`src/rtl/reg_bus_read_arbiter_pkg.sv`:
```
// ---------------------------------------------------------------------------
// reg_bus_read_arbiter_pkg
// Shared definitions for the register read-bus arbiter:
//   state_e  - sequencer state encoding (IDLE/DRIVE/CAPTURE/TURN)
//   CntWidth - width of the settle counter (covers SettleCycles up to 15)
// ---------------------------------------------------------------------------
package reg_bus_read_arbiter_pkg;

   typedef enum logic [1:0] {
      ST_IDLE    = 2'd0,
      ST_DRIVE   = 2'd1,
      ST_CAPTURE = 2'd2,
      ST_TURN    = 2'd3
   } state_e;

   localparam int CntWidth = 4;

endpackage

```
`src/rtl/reg_bus_read_arbiter_if.sv`:
```
// ---------------------------------------------------------------------------
// reg_bus_read_arbiter_if
// Bundles the requester-side handshake and the shared read bus.
//   Tick      - clock-enable tick from the system
//   Req       - per-register read request, held until Ack
//   BusIn     - resolved value of the shared tristate bus
//   cs        - per-register tristate control (1 = Hi-Z, 0 = drive)
//   Grant     - one-hot current owner, 0 when idle
//   Ack       - one-cycle pulse to the owner when DataOut is valid
//   DataOut   - captured bus value
//   DataValid - one-cycle pulse coincident with Ack
//   Busy      - high whenever the sequencer is not idle
// slave  : arbiter side.  master : system/requester side.
// ---------------------------------------------------------------------------
interface reg_bus_read_arbiter_if #(
   parameter int NrOfRequesters = 4,
   parameter int NrOfBits       = 32
) ();
   logic                      Tick;
   logic [NrOfRequesters-1:0] Req;
   logic [NrOfBits-1:0]       BusIn;
   logic [NrOfRequesters-1:0] cs;
   logic [NrOfRequesters-1:0] Grant;
   logic [NrOfRequesters-1:0] Ack;
   logic [NrOfBits-1:0]       DataOut;
   logic                      DataValid;
   logic                      Busy;

   modport slave (
      input  Tick, Req, BusIn,
      output cs, Grant, Ack, DataOut, DataValid, Busy
   );

   modport master (
      output Tick, Req, BusIn,
      input  cs, Grant, Ack, DataOut, DataValid, Busy
   );
endinterface

```
`src/rtl/reg_bus_read_arbiter_rr_priority_pick.sv`:
```
// ---------------------------------------------------------------------------
// rr_priority_pick
// Combinational round-robin selector: finds the first set request bit
// searching upward from ptr_i+1, wrapping modulo N.
//   req_i    - request vector
//   ptr_i    - index of the most recent winner
//   onehot_o - one-hot winner (0 when no request)
//   idx_o    - binary index of the winner
//   any_o    - at least one request present
// ---------------------------------------------------------------------------
module rr_priority_pick #(
   parameter  int N    = 4,
   localparam int PtrW = $clog2(N)
) (
   input  logic [N-1:0]    req_i,
   input  logic [PtrW-1:0] ptr_i,
   output logic [N-1:0]    onehot_o,
   output logic [PtrW-1:0] idx_o,
   output logic            any_o
);

   // One extra bit so ptr+offset (at most 2N-1) never overflows before wrap.
   logic [PtrW:0] cand_s;

   // Walk offsets 1..N from the pointer; the first hit wins.
   always_comb begin
      onehot_o = {N{1'b0}};
      idx_o    = {PtrW{1'b0}};
      any_o    = 1'b0;
      cand_s   = {(PtrW+1){1'b0}};
      for (int i = 1; i <= N; i++) begin
         cand_s = {1'b0, ptr_i} + (PtrW+1)'(i);
         if (cand_s >= (PtrW+1)'(N)) begin
            cand_s = cand_s - (PtrW+1)'(N);
         end else begin
            cand_s = cand_s;
         end
         if (!any_o && req_i[cand_s[PtrW-1:0]]) begin
            any_o    = 1'b1;
            idx_o    = cand_s[PtrW-1:0];
            onehot_o = N'(1) << cand_s[PtrW-1:0];
         end else begin
            any_o    = any_o;
         end
      end
   end

endmodule

```
`src/rtl/reg_bus_read_arbiter.sv`:
```
// ---------------------------------------------------------------------------
// reg_bus_read_arbiter
// Round-robin sequencer for a shared tristate read bus fed by N registers.
// Grants one register at a time, lets the bus settle, captures it, acks the
// owner, then inserts a turnaround cycle before the next grant.
//   Clock - rising-edge system clock
//   Reset - synchronous, active-low
//   bus   - reg_bus_read_arbiter_if.slave (Tick, Req, BusIn in;
//           cs, Grant, Ack, DataOut, DataValid, Busy out)
// All outputs come straight from registers.
// ---------------------------------------------------------------------------
module reg_bus_read_arbiter
   import reg_bus_read_arbiter_pkg::*;
#(
   parameter int NrOfRequesters = 4,
   parameter int NrOfBits       = 32,
   parameter int SettleCycles   = 1
) (
   input logic                   Clock,
   input logic                   Reset,
   reg_bus_read_arbiter_if.slave bus
);

   localparam int                        PtrW    = $clog2(NrOfRequesters);
   localparam logic [CntWidth-1:0]       LastCnt = CntWidth'(SettleCycles - 1);
   localparam logic [NrOfRequesters-1:0] AllHiZ  = {NrOfRequesters{1'b1}};
   localparam logic [NrOfRequesters-1:0] NoneSet = {NrOfRequesters{1'b0}};

   state_e                    state_q;
   logic [PtrW-1:0]           ptr_q;     // last winner; also the current owner
   logic [CntWidth-1:0]       cnt_q;
   logic [NrOfRequesters-1:0] cs_q;
   logic [NrOfRequesters-1:0] grant_q;
   logic [NrOfRequesters-1:0] ack_q;
   logic [NrOfBits-1:0]       data_q;
   logic                      dv_q;
   logic                      busy_q;

   logic [NrOfRequesters-1:0] pick_onehot_d;
   logic [PtrW-1:0]           pick_idx_d;
   logic                      any_req_d;

   rr_priority_pick #(
      .N (NrOfRequesters)
   ) u_pick (
      .req_i    (bus.Req),
      .ptr_i    (ptr_q),
      .onehot_o (pick_onehot_d),
      .idx_o    (pick_idx_d),
      .any_o    (any_req_d)
   );

   // Sequencer, settle counter, pointer, capture register and output decode.
   always_ff @(posedge Clock) begin
      if (!Reset) begin
         state_q <= ST_IDLE;
         ptr_q   <= PtrW'(NrOfRequesters - 1);
         cnt_q   <= {CntWidth{1'b0}};
         cs_q    <= AllHiZ;
         grant_q <= NoneSet;
         ack_q   <= NoneSet;
         data_q  <= {NrOfBits{1'b0}};
         dv_q    <= 1'b0;
         busy_q  <= 1'b0;
      end else begin
         // Ack/DataValid are single-cycle pulses; only the capture edge sets them.
         ack_q <= NoneSet;
         dv_q  <= 1'b0;
         if (bus.Tick) begin
            case (state_q)
               ST_IDLE: begin
                  if (any_req_d) begin
                     state_q <= ST_DRIVE;
                     grant_q <= pick_onehot_d;
                     cs_q    <= ~pick_onehot_d;
                     ptr_q   <= pick_idx_d;
                     cnt_q   <= {CntWidth{1'b0}};
                     busy_q  <= 1'b1;
                  end else begin
                     state_q <= ST_IDLE;
                  end
               end
               ST_DRIVE: begin
                  cnt_q <= cnt_q + CntWidth'(1);
                  // A withdrawn request wins over capture: release the bus, no Ack.
                  if (!bus.Req[ptr_q]) begin
                     state_q <= ST_TURN;
                     cs_q    <= AllHiZ;
                     grant_q <= NoneSet;
                  end else if (cnt_q == LastCnt) begin
                     state_q <= ST_CAPTURE;
                     data_q  <= bus.BusIn;
                     ack_q   <= grant_q;
                     dv_q    <= 1'b1;
                  end else begin
                     state_q <= ST_DRIVE;
                  end
               end
               ST_CAPTURE: begin
                  state_q <= ST_TURN;
                  cs_q    <= AllHiZ;
                  grant_q <= NoneSet;
               end
               ST_TURN: begin
                  state_q <= ST_IDLE;
                  busy_q  <= 1'b0;
               end
               default: begin
                  state_q <= ST_IDLE;
                  cs_q    <= AllHiZ;
                  grant_q <= NoneSet;
                  busy_q  <= 1'b0;
               end
            endcase
         end else begin
            state_q <= state_q;
         end
      end
   end

   assign bus.cs        = cs_q;
   assign bus.Grant     = grant_q;
   assign bus.Ack       = ack_q;
   assign bus.DataOut   = data_q;
   assign bus.DataValid = dv_q;
   assign bus.Busy      = busy_q;

endmodule

```
`src/flat_wrapper.sv`:
```
// flat-port wrapper written by rule: the top's interface ports become plain ports
module reg_bus_read_arbiter_flat import reg_bus_read_arbiter_pkg::*;
#(
   parameter int NrOfRequesters = 4,
   parameter int NrOfBits       = 32,
   parameter int SettleCycles   = 1
)
  (Clock, Reset, bus_Tick, bus_Req, bus_BusIn, bus_cs, bus_Grant, bus_Ack, bus_DataOut, bus_DataValid, bus_Busy);
  reg_bus_read_arbiter_if #(.NrOfRequesters(NrOfRequesters), .NrOfBits(NrOfBits)) bus_i ();
  input logic Clock;
  input logic Reset;
  input wire logic [$bits(bus_i.Tick)-1:0] bus_Tick;
  input wire logic [$bits(bus_i.Req)-1:0] bus_Req;
  input wire logic [$bits(bus_i.BusIn)-1:0] bus_BusIn;
  output wire logic [$bits(bus_i.cs)-1:0] bus_cs;
  output wire logic [$bits(bus_i.Grant)-1:0] bus_Grant;
  output wire logic [$bits(bus_i.Ack)-1:0] bus_Ack;
  output wire logic [$bits(bus_i.DataOut)-1:0] bus_DataOut;
  output wire logic [$bits(bus_i.DataValid)-1:0] bus_DataValid;
  output wire logic [$bits(bus_i.Busy)-1:0] bus_Busy;
  assign bus_i.Tick = bus_Tick;
  assign bus_i.Req = bus_Req;
  assign bus_i.BusIn = bus_BusIn;
  assign bus_cs = bus_i.cs;
  assign bus_Grant = bus_i.Grant;
  assign bus_Ack = bus_i.Ack;
  assign bus_DataOut = bus_i.DataOut;
  assign bus_DataValid = bus_i.DataValid;
  assign bus_Busy = bus_i.Busy;
  reg_bus_read_arbiter #(.NrOfRequesters(NrOfRequesters), .NrOfBits(NrOfBits), .SettleCycles(SettleCycles)) u_core (.Clock(Clock), .Reset(Reset), .bus(bus_i));
endmodule
```
`config.mk`:
```
export PLATFORM = sky130hd
export DESIGN_NAME = reg_bus_read_arbiter_flat
export DESIGN_NICKNAME = d
export VERILOG_FILES = /design/src/rtl/reg_bus_read_arbiter_pkg.sv /design/src/rtl/reg_bus_read_arbiter_if.sv /design/src/rtl/reg_bus_read_arbiter_rr_priority_pick.sv /design/src/rtl/reg_bus_read_arbiter.sv /design/src/flat_wrapper.sv
export SDC_FILE = /design/constraint.sdc
export NUM_CORES = 1
export LEC_CHECK = 0
export BUFFER_PORTS_ARGS = -buffer_cell sky130_fd_sc_hd__buf_2
export CAP_MARGIN = 20
export CORE_ASPECT_RATIO = 0.9
export CORE_MARGIN = 5
export CORE_UTILIZATION = 50
export CTS_BUF_LIST = sky130_fd_sc_hd__clkbuf_2
export CTS_CLUSTER_DIAMETER = 120
export DETAILED_ROUTE_END_ITERATION = 8
export GPL_TIMING_DRIVEN = 0
export PLACE_DENSITY_LB_ADDON = 0.3
export SLEW_MARGIN = 10
export SYNTH_ARGS = -nofsm -noshare
export SYNTH_HDL_FRONTEND = slang
export SYNTH_SLANG_ARGS = --single-unit
```
`constraint.sdc`:
```
create_clock -name Clock -period 3 [get_ports Clock]
set_input_delay 0.6 -clock Clock [delete_from_list [all_inputs] [get_ports Clock]]
set_output_delay 0.6 -clock Clock [all_outputs]
set_load 0.01 [all_outputs]
```
Word-level counts from Yosys, hierarchy flattened
Cells that the tools add are included.
Storage, ports and cells
  bits in registers: 54
  logic and storage cells: 96
  output and inout port bits: 46
Operators by class
  $lt $le $gt $ge: 9
  add/subtract/negate cells: 9
  multiplexer cells: 41
  shift-type cells: 4
  equal/unequal tests: 5
  bitwise operators: 1
  reduce and logical (&&, ||, !) cells: 18
Operators with widths (count)
  $mux 4: 9
  $pmux 4 s3: 2
  $mux 2: 10
  $shl 1x2->4 const A: 4
  $lt 2x3->1 const B: 5
  $ge 3x3->1 const B: 4
  $mux 1: 12
  $reduce_and 4->1: 3
  $bmux 1 s2: 5
  $reduce_and 3->1: 3
  $pmux 2 s4: 1
  $pmux 4 s2: 1
  $sub 2x1->2 const B: 4
  $add 2x2->3 const B: 2
  $reduce_and 5->1: 1
  $add 4x1->4 const B: 1
  $eq 2x2->1 const B: 2
  $logic_not 4->1: 1
  $not 4->4: 1
  $reduce_bool 2->1: 2
  $add 2x1->3 const B: 1
  $add 2x3->3 const B: 1
  $logic_and 1x1->1: 3
  $logic_not 1->1: 3
  6 further kinds: 6

Depth between registers and ports, before layout
  word-level depth: 18
  gate-level depth with buffers: 9

Modules after synthesis
From an unflattened synthesis, not the netlist that was laid out.
Unflattened totals
  cell total of the unflattened synthesis: 316
  area, all modules: 2695.1 um2
Modules (own cells, without submodules)
  reg_bus_read_arbiter: cells each 239, instances 1, area each 2083.2 um2
  rr_priority_pick: cells each 77, instances 1, area each 611.8 um2

Worst setup path before layout
OpenSTA, ideal clock, no wires.
  kind: reg2reg
  from: reg u_core.ptr_q[0]
  to: reg u_core.cs_q[0] (netlist: u_core.bus.cs[0])
  data arrival time: 2.478 ns
  required time: 2.883 ns
  setup slack: 0.405 ns
  stages on the path, launching flop included: 10
  path buffers: 2
  period minus slack after synthesis: 2.595 ns
  path through: dfxtp_1 buf_6 inv_1 ha_1 mux4_2 buf_2 or4_4 o211a_4 nand2b_4 a22o_1
Between the ends
  longest elaborated chain between the ends: 18
  elaborated cells on any way between the ends: 50
Ends and longest elaborated chain
  start, declared: line reg_bus_read_arbiter.sv:30  | logic [PtrW-1:0] ptr_q;
  start signal, assigned: line reg_bus_read_arbiter.sv:57  | ptr_q <= PtrW'(NrOfRequesters - 1);
  start signal, assigned: line reg_bus_read_arbiter.sv:76  | ptr_q <= pick_idx_d;
  $add 2x1->3: line reg_bus_read_arbiter_rr_priority_pick.sv:32  | cand_s = {1'b0, ptr_i} + (PtrW+1)'(i);
  $ge 3x3->1 or $sub 2x1->2 (tied branches): line reg_bus_read_arbiter_rr_priority_pick.sv:33, reg_bus_read_arbiter_rr_priority_pick.sv:34
  $mux 2: line reg_bus_read_arbiter_rr_priority_pick.sv:33  | if (cand_s >= (PtrW+1)'(N)) begin
  $bmux 1 s2: line reg_bus_read_arbiter_rr_priority_pick.sv:38  | if (!any_o && req_i[cand_s[PtrW-1:0]]) begin
  $mux 1 (implied by the code): line reg_bus_read_arbiter_rr_priority_pick.sv:38
  $mux 1: line reg_bus_read_arbiter_rr_priority_pick.sv:38
  $logic_not 1->1: line reg_bus_read_arbiter_rr_priority_pick.sv:38
  $logic_and 1x1->1: line reg_bus_read_arbiter_rr_priority_pick.sv:38
  (+2 left out)
  $logic_and 1x1->1: line reg_bus_read_arbiter_rr_priority_pick.sv:38
  $mux 1: line reg_bus_read_arbiter_rr_priority_pick.sv:38
  $logic_not 1->1: line reg_bus_read_arbiter_rr_priority_pick.sv:38
  $logic_and 1x1->1: line reg_bus_read_arbiter_rr_priority_pick.sv:38
  $mux 4: line reg_bus_read_arbiter_rr_priority_pick.sv:38
  $not 4->4: line reg_bus_read_arbiter.sv:75  | cs_q <= ~pick_onehot_d;
  $mux 4: line reg_bus_read_arbiter.sv:72  | if (any_req_d) begin
  $pmux 4 s3: line reg_bus_read_arbiter.sv:70  | case (state_q)
  end signal, assigned: line reg_bus_read_arbiter.sv:75
  end signal, assigned: line reg_bus_read_arbiter.sv:88  | cs_q <= AllHiZ;
  end signal, assigned: line reg_bus_read_arbiter.sv:101  | cs_q <= AllHiZ;
  end, declared: line reg_bus_read_arbiter.sv:32  | logic [NrOfRequesters-1:0] cs_q;
Parallel ways exist; a longest one is shown, timed or not. The select of a mux whose other input is x is not followed.
A chain may end at the register's enable or synchronous reset.

Final worst setup path
  from: reg u_core.ptr_q[0]
  to: reg u_core.cs_q[1] (netlist: u_core.bus.cs[1])
Same word-level chain as after synthesis.

==> results.json <==
{
  "outcome": "completed",
  "worst_ir_drop_on_vdd_mv": 0.316,
  "port_bufs": 82,
  "insertion_delay_to_the_later_sink_of_the_worst_skew_pair_ps": 440,
  "relative_slew_margins_pct": 44.4,
  "postSynth.asyncResetShare_pct": 0,
  "cp_slowest_cell": "sky130_fd_sc_hd__dfxtp_1",
  "cts_setup_buffers": 0,
  "start_util_pct": 52.1,
  "critical-path-max-stage-delay_ps": 490,
  "final_max_slew_viol_count": 0,
  "post_synth_inst_count": 308,
  "stdcell_area_sq_um": 3070,
  "nNetsFinal": 452,
  "dieWidth_um": 85.0,
  "die_height_um": 77.5,
  "cts_made_buffers": 5,
  "maximum_number_of_pins_on_one_net_before_global_route_repair": 17,
  "syn-cell-area_sq_um": 2530,
  "yosys_reg_bits": 54,
  "first_global_vias": 2070,
  "worst-endpoint-required_ps": 3380,
  "power.density_nw_per_um2": 559,
  "top_fanout_value_on_the_critical_path": 9,
  "count_of_cells_resized_by_post_cts_repair": 0,
  "globalRoute.busiestLayer": "met2",
  "critPathLaunchType": "flip-flop",
  "groute.layer.met2.usage_pct": 30.0,
  "cts_tree": "yes",
  "core_region_area_sq_um": 4860,
  "detail_route.vias_per_cell": 5.02,
  "drt.antenna.violating_nets": 0,
  "placedCellCount": 455,
  "hold_ws_ps": 365,
  "hpwl_mm": 4.57,
  "post-route-min-period_ps": 2810,
  "finalHoldViolCount": 0,
  "count_of_flip_flops_with_a_built_in_enable_after_synthesis": 0,
  "crit_path_cell_trace": "buf_6 > inv_1 > ha_1 > mux4_2 > buf_2 > or4_4 > o211a_4 > nand2b_4 > a22o_1",
  "yosysSeqAreaShare_pct": 42.7,
  "ys_warn_count": 0,
  "setup-violations-final": 0,
  "drt-wirelength-per-cell_um": 12.9,
  "cts.hold.buffers_added": 0,
  "p_leak_nw": 1.36,
  "fillerInstances": 466,
  "io-pin-count": 85,
  "finalCoreUtilization_pct": 63.1,
  "overflow": 0,
  "grt_pass1_wl_mm": 9.93,
  "grt_setup_unrepaired": "false",
  "fp.dieArea_sq_um": 6590,
  "multi_input_area_sq_um": 1330,
  "ff_latch_area_sq_um": 1080,
  "clock_path_buffers": 2,
  "global_route.usage.met1_pct": 23.7,
  "num_antenna_cells": 0,
  "num_rows": 24,
  "instances_no_fill": 463,
  "hp-class": "in2reg",
  "cp_data_arrival_time_ps": 3190,
  "drt_wl_total_mm": 6.00,
  "max_freq_ghz": 0.356,
  "timing.critical_path.max_delay_family": "simple AND/OR/NAND/NOR gates",
  "globalRouteTotalUtil_pct": 18.0,
  "placedInstanceArea_sq_um": 3030,
  "antenna_found_initial": 0,
  "cts.htree.levels": 2,
  "post-route-drc-count": 0,
  "clkSlewWorstSetupHoldPaths_ps": 270,
  "final_layout_size_suffix_gt1_share_pct": 26.1,
  "detailedRoute.firstIterationViolations": 103,
  "detailedRoute.firstPassIterationCount": 4,
  "final.period_utilization_pct": 93.7,
  "postSynthAreaPerCell_sq_um": 8.23,
  "synth_cell_types": 42,
  "setup_tns_ps": 0,
  "clock_sink_count": 54,
  "place.gp.congestion": 0.876,
  "fin_skew_ps": 21.1,
  "critPathCaptureType": "flip-flop",
  "critical_path.n_buffers_inverters": 3,
  "synth_fp_nets": 363,
  "max_slew.worst_pin.slew_ps": 828,
  "area_growth_syn_to_layout_pct": 21.1,
  "predominant_post_synthesis_flop_cell": "sky130_fd_sc_hd__dfxtp_1",
  "critical_path_class": "reg2reg",
  "drv.max_cap_violation_count": 0,
  "grt_use_met3_pct": 3.81,
  "root_buffer": "sky130_fd_sc_hd__clkbuf_2",
  "vias": 2323
}
layout make-up:
class | count | area share [%]
inverter | 14 | 1.71
timing repair buffer | 82 | 13.4
clock buffer | 5 | 0.816
buffer | 17 | 2.41
sequential | 54 | 35.3
multi-input combinational | 223 | 43.2
tap | 65 | 2.65
clock inverter | 3 | 0.530
tightest hold or removal path: stages:
cell	delay, ps
sky130_fd_sc_hd__buf_2	100
sky130_fd_sc_hd__nand2_1	40
sky130_fd_sc_hd__a21oi_1	50
placed cells by master, fill, tap and decap left out, types with 2 or more instances in the layout:
cell,instances
sky130_fd_sc_hd__a21boi_0,3
sky130_fd_sc_hd__a21oi_1,37
sky130_fd_sc_hd__a221oi_1,2
sky130_fd_sc_hd__a22o_1,3
sky130_fd_sc_hd__a31oi_1,5
sky130_fd_sc_hd__and3_1,3
sky130_fd_sc_hd__buf_2,84
sky130_fd_sc_hd__clkbuf_1,14
sky130_fd_sc_hd__clkbuf_2,5
sky130_fd_sc_hd__clkinv_1,2
sky130_fd_sc_hd__dfxtp_1,53
sky130_fd_sc_hd__ha_1,16
sky130_fd_sc_hd__inv_1,13
sky130_fd_sc_hd__mux2i_1,4
sky130_fd_sc_hd__mux4_2,4
sky130_fd_sc_hd__nand2_1,82
sky130_fd_sc_hd__nand2b_1,3
sky130_fd_sc_hd__nand3_1,5
sky130_fd_sc_hd__nand4_1,2
sky130_fd_sc_hd__nor2_1,15
sky130_fd_sc_hd__nor3_1,2
sky130_fd_sc_hd__nor3b_1,2
sky130_fd_sc_hd__o211ai_1,2
sky130_fd_sc_hd__o21ai_0,14
sky130_fd_sc_hd__o22ai_1,2
worst paths after layout:
| path | start | end | slack (ps) | cells after the start |
|---|---|---|---|---|
| setup / recovery | u_core.ptr_q[0]$_SDFFE_PN1P_ | u_core.bus.cs[1]$_SDFFE_PN1P_ | 190 | 9 |
| hold / removal | bus_BusIn[8] | u_core.bus.DataOut[8]$_SDFFE_PN0P_ | 360 | 3 |
| setup reg to reg | u_core.ptr_q[0]$_SDFFE_PN1P_ | u_core.bus.cs[1]$_SDFFE_PN1P_ | 190 | 9 |
| hold reg to reg | u_core.bus.DataOut[8]$_SDFFE_PN0P_ | u_core.bus.DataOut[8]$_SDFFE_PN0P_ | 470 | 2 |
metal layers:
metal	share of wire (%)	routed length (um)	vias to the layer above
met1	45	2680	1027
li1	-	-	1215
met2	47	2810	76
met4	0.88	53	0
met3	7.5	452	5
met5	0	0	-
state kept, by name, indices dropped and copies added (netlist names), named ones only:
signal	count
u_core.state_q	1
u_core.cnt_q	4
u_core.bus.DataValid	1
u_core.bus.Ack	4
u_core.bus.Busy	1
u_core.ptr_q	2
u_core.bus.DataOut	32
u_core.bus.Grant	4
u_core.bus.cs	4
cell usage after synthesis, types with 2 or more instances:
cell type | n | area share, %
sky130_fd_sc_hd__dfxtp_1 | 54 | 43
sky130_fd_sc_hd__nor3b_1 | 2 | 0.59
sky130_fd_sc_hd__o211ai_1 | 2 | 0.59
sky130_fd_sc_hd__o22ai_1 | 2 | 0.49
sky130_fd_sc_hd__nand3_1 | 5 | 0.99
sky130_fd_sc_hd__mux4_2 | 4 | 3.6
sky130_fd_sc_hd__a21oi_1 | 37 | 7.3
sky130_fd_sc_hd__nand2b_1 | 3 | 0.74
sky130_fd_sc_hd__nor3_1 | 2 | 0.40
sky130_fd_sc_hd__mux2i_1 | 4 | 1.6
sky130_fd_sc_hd__nand4_1 | 2 | 0.49
sky130_fd_sc_hd__clkbuf_1 | 14 | 2.1
sky130_fd_sc_hd__nor2_1 | 15 | 2.2
sky130_fd_sc_hd__and3_1 | 3 | 0.74
sky130_fd_sc_hd__a21boi_0 | 3 | 0.89
sky130_fd_sc_hd__ha_1 | 16 | 7.9
sky130_fd_sc_hd__o21ai_0 | 14 | 2.8
sky130_fd_sc_hd__a221oi_1 | 2 | 0.69
sky130_fd_sc_hd__a22o_1 | 3 | 1.0
sky130_fd_sc_hd__nand2_1 | 82 | 12
sky130_fd_sc_hd__inv_1 | 13 | 1.9
sky130_fd_sc_hd__a31oi_1 | 5 | 1.2
sky130_fd_sc_hd__buf_2 | 2 | 0.40
power by group:
part	internal [W]	switching [W]	leakage, nW	total, W
sequential	0.000783	0.0000476	0.439	0.000831
combinational	0.000258	0.000350	0.896	0.000608
clock	0.0000531	0.000224	0.0264	0.000278
kinds of logic after synthesis:
kind of cell / after synthesis / synth area share, %
multiplexers: 9 / 5.58
adder cells (fa/ha/maj): 16 / 7.90
flip-flops: 54 / 42.7
XOR/XNOR: 1 / 0.346
buffers and inverters: 31 / 4.99
AO/OA/AOI/OAI: 74 / 17.3
AND/OR/NAND/NOR: 123 / 21.2
through the flow:
step           power [W]  setup slack, ps
6_report         0.00172              189
5_1_grt          0.00184             23.7
4_1_cts          0.00172              164
3_5_place_dp     0.00145              192
3_3_place_gp     0.00144              203
2_1_floorplan    0.00128              405
No activity file was read; power rests on OpenSTA's default activity.
